$ cat src/rtl/cpu_pkg.sv
// Shared CPU decode definitions: immediate-type encoding and RV32 major opcodes.
package cpu_pkg;

    typedef enum logic [2:0] {
        I_IMM = 3'b000,
        S_IMM = 3'b001,
        B_IMM = 3'b010,
        U_IMM = 3'b011,
        J_IMM = 3'b100
    } imm_type_e;

    localparam logic [6:0] OPC_LOAD   = 7'b0000011;
    localparam logic [6:0] OPC_OPIMM  = 7'b0010011;
    localparam logic [6:0] OPC_STORE  = 7'b0100011;
    localparam logic [6:0] OPC_BRANCH = 7'b1100011;
    localparam logic [6:0] OPC_LUI    = 7'b0110111;
    localparam logic [6:0] OPC_AUIPC  = 7'b0010111;
    localparam logic [6:0] OPC_JAL    = 7'b1101111;
    localparam logic [6:0] OPC_JALR   = 7'b1100111;
    localparam logic [6:0] OPC_OP     = 7'b0110011;
    localparam logic [6:0] OPC_SYSTEM = 7'b1110011;

endpackage

$ cat src/rtl/imm_type_decode.sv
// Combinational opcode classifier feeding the immediate generator.
// IMM_DECODE_ILLEGAL_TRAP_EN: flag unknown opcodes as illegal instead of treating them as I-type.
module imm_type_decode
    import cpu_pkg::*;
(
    input  logic [6:0] opcode,
    output logic [2:0] imm_type,
    output logic       uses_imm,
    output logic       illegal
);

    always_comb begin
        imm_type = I_IMM;
        uses_imm = 1'b1;
        illegal  = 1'b0;
        case (opcode)
            OPC_LOAD, OPC_OPIMM, OPC_JALR, OPC_SYSTEM: imm_type = I_IMM;
            OPC_STORE:                                 imm_type = S_IMM;
            OPC_BRANCH:                                imm_type = B_IMM;
            OPC_LUI, OPC_AUIPC:                        imm_type = U_IMM;
            OPC_JAL:                                   imm_type = J_IMM;
            OPC_OP:                                    uses_imm = 1'b0;
            default: begin
`ifdef IMM_DECODE_ILLEGAL_TRAP_EN
                uses_imm = 1'b0;
                illegal  = 1'b1;
`else
                uses_imm = 1'b1;
`endif
            end
        endcase
    end

endmodule

$ cat src/rtl/imm_decode_ctrl.sv
// Decode-stage 2-entry skid buffer with per-entry registered immediate-type decode.
// IMM_DECODE_ILLEGAL_TRAP_EN (in imm_type_decode) enables the illegal-opcode flag.
module imm_decode_ctrl
    import cpu_pkg::*;
#(
    parameter int unsigned    XLEN     = 32,
    parameter logic [XLEN-1:0] RST_INST = 32'h0000_0013
) (
    input  logic            clk,
    input  logic            rst_n,
    input  logic            if_valid,
    output logic            if_ready,
    input  logic [XLEN-1:0] if_inst,
    input  logic [XLEN-1:0] if_pc,
    input  logic            flush,
    output logic            id_valid,
    input  logic            id_ready,
    output logic [XLEN-1:0] id_inst,
    output logic [XLEN-1:0] id_pc,
    output logic [2:0]      imm_type,
    output logic            uses_imm,
    output logic            illegal
);

    typedef enum logic [1:0] {StEmpty, StOne, StTwo} state_e;

    state_e          state;
    logic [XLEN-1:0] tail_inst;
    logic [XLEN-1:0] tail_pc;
    logic [2:0]      tail_type;
    logic            tail_uses;
    logic            tail_illegal;

    logic [2:0] dec_type;
    logic       dec_uses;
    logic       dec_illegal;
    logic       accept;
    logic       pop;

    // Decode at the write side so every entry carries its own classification.
    imm_type_decode u_imm_type_decode (
        .opcode   (if_inst[6:0]),
        .imm_type (dec_type),
        .uses_imm (dec_uses),
        .illegal  (dec_illegal)
    );

    assign accept = if_valid & if_ready;
    assign pop    = id_valid & id_ready;

    // Head entry lives directly in the output registers; an empty head shows the NOP word.
    always_ff @(posedge clk or negedge rst_n) begin
        if (!rst_n) begin
            state        <= StEmpty;
            if_ready     <= 1'b1;
            id_valid     <= 1'b0;
            id_inst      <= RST_INST;
            id_pc        <= '0;
            imm_type     <= I_IMM;
            uses_imm     <= 1'b0;
            illegal      <= 1'b0;
            tail_inst    <= RST_INST;
            tail_pc      <= '0;
            tail_type    <= I_IMM;
            tail_uses    <= 1'b0;
            tail_illegal <= 1'b0;
        end else if (flush) begin
            state    <= StEmpty;
            if_ready <= 1'b1;
            id_valid <= 1'b0;
            id_inst  <= RST_INST;
            id_pc    <= '0;
            imm_type <= I_IMM;
            uses_imm <= 1'b0;
            illegal  <= 1'b0;
        end else begin
            case (state)
                StEmpty: begin
                    if (accept) begin
                        state    <= StOne;
                        id_valid <= 1'b1;
                        id_inst  <= if_inst;
                        id_pc    <= if_pc;
                        imm_type <= dec_type;
                        uses_imm <= dec_uses;
                        illegal  <= dec_illegal;
                    end
                end
                StOne: begin
                    if (accept && !pop) begin
                        state        <= StTwo;
                        if_ready     <= 1'b0;
                        tail_inst    <= if_inst;
                        tail_pc      <= if_pc;
                        tail_type    <= dec_type;
                        tail_uses    <= dec_uses;
                        tail_illegal <= dec_illegal;
                    end else if (pop && !accept) begin
                        state    <= StEmpty;
                        id_valid <= 1'b0;
                        id_inst  <= RST_INST;
                        id_pc    <= '0;
                        imm_type <= I_IMM;
                        uses_imm <= 1'b0;
                        illegal  <= 1'b0;
                    end else if (pop && accept) begin
                        id_inst  <= if_inst;
                        id_pc    <= if_pc;
                        imm_type <= dec_type;
                        uses_imm <= dec_uses;
                        illegal  <= dec_illegal;
                    end
                end
                StTwo: begin
                    if (pop) begin
                        state    <= StOne;
                        if_ready <= 1'b1;
                        id_inst  <= tail_inst;
                        id_pc    <= tail_pc;
                        imm_type <= tail_type;
                        uses_imm <= tail_uses;
                        illegal  <= tail_illegal;
                    end
                end
                default: state <= StEmpty;
            endcase
        end
    end

endmodule

$ cat config.mk
export PLATFORM = sky130hd
export DESIGN_NAME = imm_decode_ctrl
export DESIGN_NICKNAME = d
export VERILOG_FILES = /design/src/rtl/cpu_pkg.sv /design/src/rtl/imm_type_decode.sv /design/src/rtl/imm_decode_ctrl.sv
export SDC_FILE = /design/constraint.sdc
export NUM_CORES = 1
export LEC_CHECK = 0
export ABC_AREA = 1
export CORE_MARGIN = 2
export CORE_UTILIZATION = 45
export DETAILED_ROUTE_END_ITERATION = 8
export PLACE_DENSITY_LB_ADDON = 0.2
export SLEW_MARGIN = 25
export SYNTH_ARGS = -nofsm -noshare
export SYNTH_HDL_FRONTEND = slang
export SYNTH_SLANG_ARGS = --single-unit
$ cat constraint.sdc
create_clock -name clk -period 2.35 [get_ports clk]
set_input_delay 0.235 -clock clk [delete_from_list [all_inputs] [get_ports clk]]
set_output_delay 0.235 -clock clk [all_outputs]
set_load 0.03 [all_outputs]
==> results.md <==
* Clock tree from TritonCTS: built
* Routed wire length per instance at about 13 µm
* Register-to-register setup slack at ~340 ps
* Count of boundary I/O pins at 140
* Average vias per placed instance at about 4.8
* Leading cell type in the layout, fill and taps excluded: nand2_1
* Number of standard cells in the layout, taps in and fillers out at 1178
* Crit path arrival time at about 2400 ps
* Vias at approximately 5600
* First-pass GRT wire length at roughly 26 mm
* H-tree depth at 4
* Leakage at about 4.5 nW
* Relative slew slack at between 60% and 70%
* Distinct cell type count of the synthesized netlist at 23
* Clock transition at the register clock pins on the worst setup and hold paths after CTS at ~60 ps
* Instance area at placement at roughly 0.0080 mm²
* Setup total negative slack at 0 ps
* Cell types occupying the most area after synthesis: dfrtp_1, nand2_1, dfstp_2
* Pwr/cell area at 1420 mW/mm²
* Worst VDD drop at 719 µV
* Count of pins over their slew limit at 0
* Half-perimeter wire length of the detailed placement result at around 9.6 mm
* Synthesis-to-layout area growth at 34.7%
* Height of the die at roughly 120 µm
* Final standard cell area without fillers at around 0.0086 mm²
* Cell chosen for the clock root: clkbuf_16
* Synth top area share at between 50% and 60%
* Buf+Inv Stages, Crit Path at 4
* Antenna Diode Count at 0
* Synth warn at 0
* Max-cap violations at 0
* Kind of end point of the critical path: register
* Crit path required time at between 2000 and 3000 ps
* Placed cell count at approximately 1100
* Congestion Overflow GR at 0
* Tightest Pin Transition at 537 ps
* Maximum buffer depth of the clock tree at 2
* Number of global-route vias before repair at approximately 5300
* Core Box Area at 0.0139 mm²
* Top fanout value on the critical path at 80
* Outcome: finished, final reports clean
* Unrepaired setup endpoints after global routing: no
* Clock sink count at 140
* Classification of the worst setup path: reg -> reg
* Reg2reg path depth at 8
* Final setup vio count at 0
* Total power of the final layout at roughly 12 mW
* Final clock period utilization by the worst path at 85.4%
* Slowest cell on the critical path: dfrtp_1
* Count of state elements after synthesis at 140
* Series of cell instances along the critical path: inv_1, ha_1, nand3_2, nor2_4, buf_12, inv_2, buf_4, o21ai_0
* Leading cell types in the layout, fill and taps excluded: nand2_1, clkdlybuf4s50_1, dfrtp_1
* Largest stage delay on the critical path at 410 ps
* Maximum achievable frequency at roughly 500 MHz
* Worst Hold Margin at approximately 210 ps
* Type of the tightest min-delay check: in -> async
* Antenna violations before repair at 0
* Initial cell density of the core at between 40% and 50%
* Count of nets left with antenna violations after detail routing at 0
* Final layout net count at 1058
* Cell family with the largest share of critical-path delay: buffers and inverters
* Full die area at around 0.015 mm²
* Largest net degree at the start of global routing at between 80 and 90
* Worst reg2reg endpoint: tail_inst[4]
* Count of endpoints failing hold in the final timing report at 0
* Area of the mapped netlist at roughly 0.0064 mm²
* Number of nets produced by synthesis at 931
* Placer Congestion at 0.895
* Routed WL at approximately 16 mm
* Cell type with the highest aggregate area in the netlist: dfrtp_1
* Number of input and output port buffers inserted at about 140
* Chip width at about 120 µm
* Remaining design rule violation count at 0
* Standard-cell row count at 43
* Clock period minus final worst setup slack at between 2000 and 2500 ps
* Startpoint of the most critical register-to-register path: state[1]
* Global routing usage summed across all routing layers at 22.2%
* Initial DRC Count at ~440
* Number of post-CTS setup repair buffers at 0
* Share of layout cells above drive strength 1 at under 10%
* TritonCTS Buffers at 17
* Clock Skew at approximately 11 ps
* Kind of start point of the critical path: register
* Sequential share of the synthesized area at 55.0%
* Post-Synthesis Cells at between 800 and 900
* Later-pin clock latency in the skew report at about 430 ps
* Synth Area per Inst at roughly 7.4 µm²
* DR pass1 iterations at 5
==> worst max path at each step <==
stage / cells after the start / slack [ps] / to / from
3_5_place_dp: 8 / 180 / tail_inst[4] / flush
4_1_cts: 8 / 370 / tail_inst[4] / state[1]
2_1_floorplan: 10 / 600 / id_inst[31] / if_ready
3_3_place_gp: 8 / 230 / tail_inst[0] / flush
6_report: 8 / 340 / tail_inst[4] / state[1]
5_1_grt: 9 / 210 / tail_inst[27] / state[1]
==> Yosys cell counts <==
library cell	instances
nor3_1	3
o21ai_0	28
buf_2	13
buf_1	3
nand3_2	1
nand2_2	1
o211ai_1	2
a21boi_0	1
clkbuf_1	19
ha_1	4
nand2_1	579
inv_1	28
o21bai_1	1
dfrtp_1	133
nor2_1	9
buf_4	8
a31oi_1	2
nand3_1	12
inv_2	1
nor2_2	1
dfstp_2	7
conb_1	1
nor2_4	1
==> power by group <==
part,switching [mW],leakage [nW],internal (mW)
Clock,1.01,0.304,1.80
Sequential,0.640,1.78,3.63
Combinational,3.24,2.46,1.92
==> worst register-to-register path: stages (launching register included) <==
cell and delay (ps):
dfrtp_1 410, inv_1 90, ha_1 270, nand3_2 140
nor2_4 140, buf_12 330, inv_2 100, buf_4 250
o21ai_0 210
==> state kept, by name (all words and copies together), names as in the netlist <==
signal / count
id_inst: 32
id_pc: 32
id_valid: 1
if_ready: 1
imm_type: 3
state: 2
tail_inst: 32
tail_pc: 32
tail_type: 3
tail_uses: 1
uses_imm: 1
==> through the flow <==
stage	utilization (%)	worst slack, ps
after floorplan	-	604
after global placement	57.3	225
after global routing	61.9	215
after detailed placement	57.3	183
final	61.9	344
after CTS	61.9	374
==> repair_timing <==
item,4_1_cts,5_1_grt
hold buffers,1,0
gates resized for setup,0,0
endpoints found under the hold margin,93,0
==> logic make-up after synthesis <==
logic type | Yosys count | synth area share, %
simple gates | 607 | 36.3
other cells | 1 | 0.0588
compound gates | 34 | 2.86
buf+inv | 72 | 4.96
fa+ha+maj | 4 | 0.784
flops | 140 | 55.0
==> metal layers <==
metal | GRT usage (%) | vias to the layer above | part of all wire, %
met3 | 5.86 | 11 | 5.6
li1 | - | 2842 | -
met2 | 34.6 | 141 | 46
met4 | 6.96 | 0 | 1.1
met5 | 0 | - | 0
met1 | 30.6 | 2608 | 47
==> cell type report <==
type                       instances  area (µm²)
inverter                          29         109
timing repair buffer             151        1560
multi-input combinational        646        2560
clock buffer                      22         494
fill                            1242        5280
tap                              180         225
sequential                       140        3510
clock inverter                    10         136
Power figures use the tool's default switching activity.
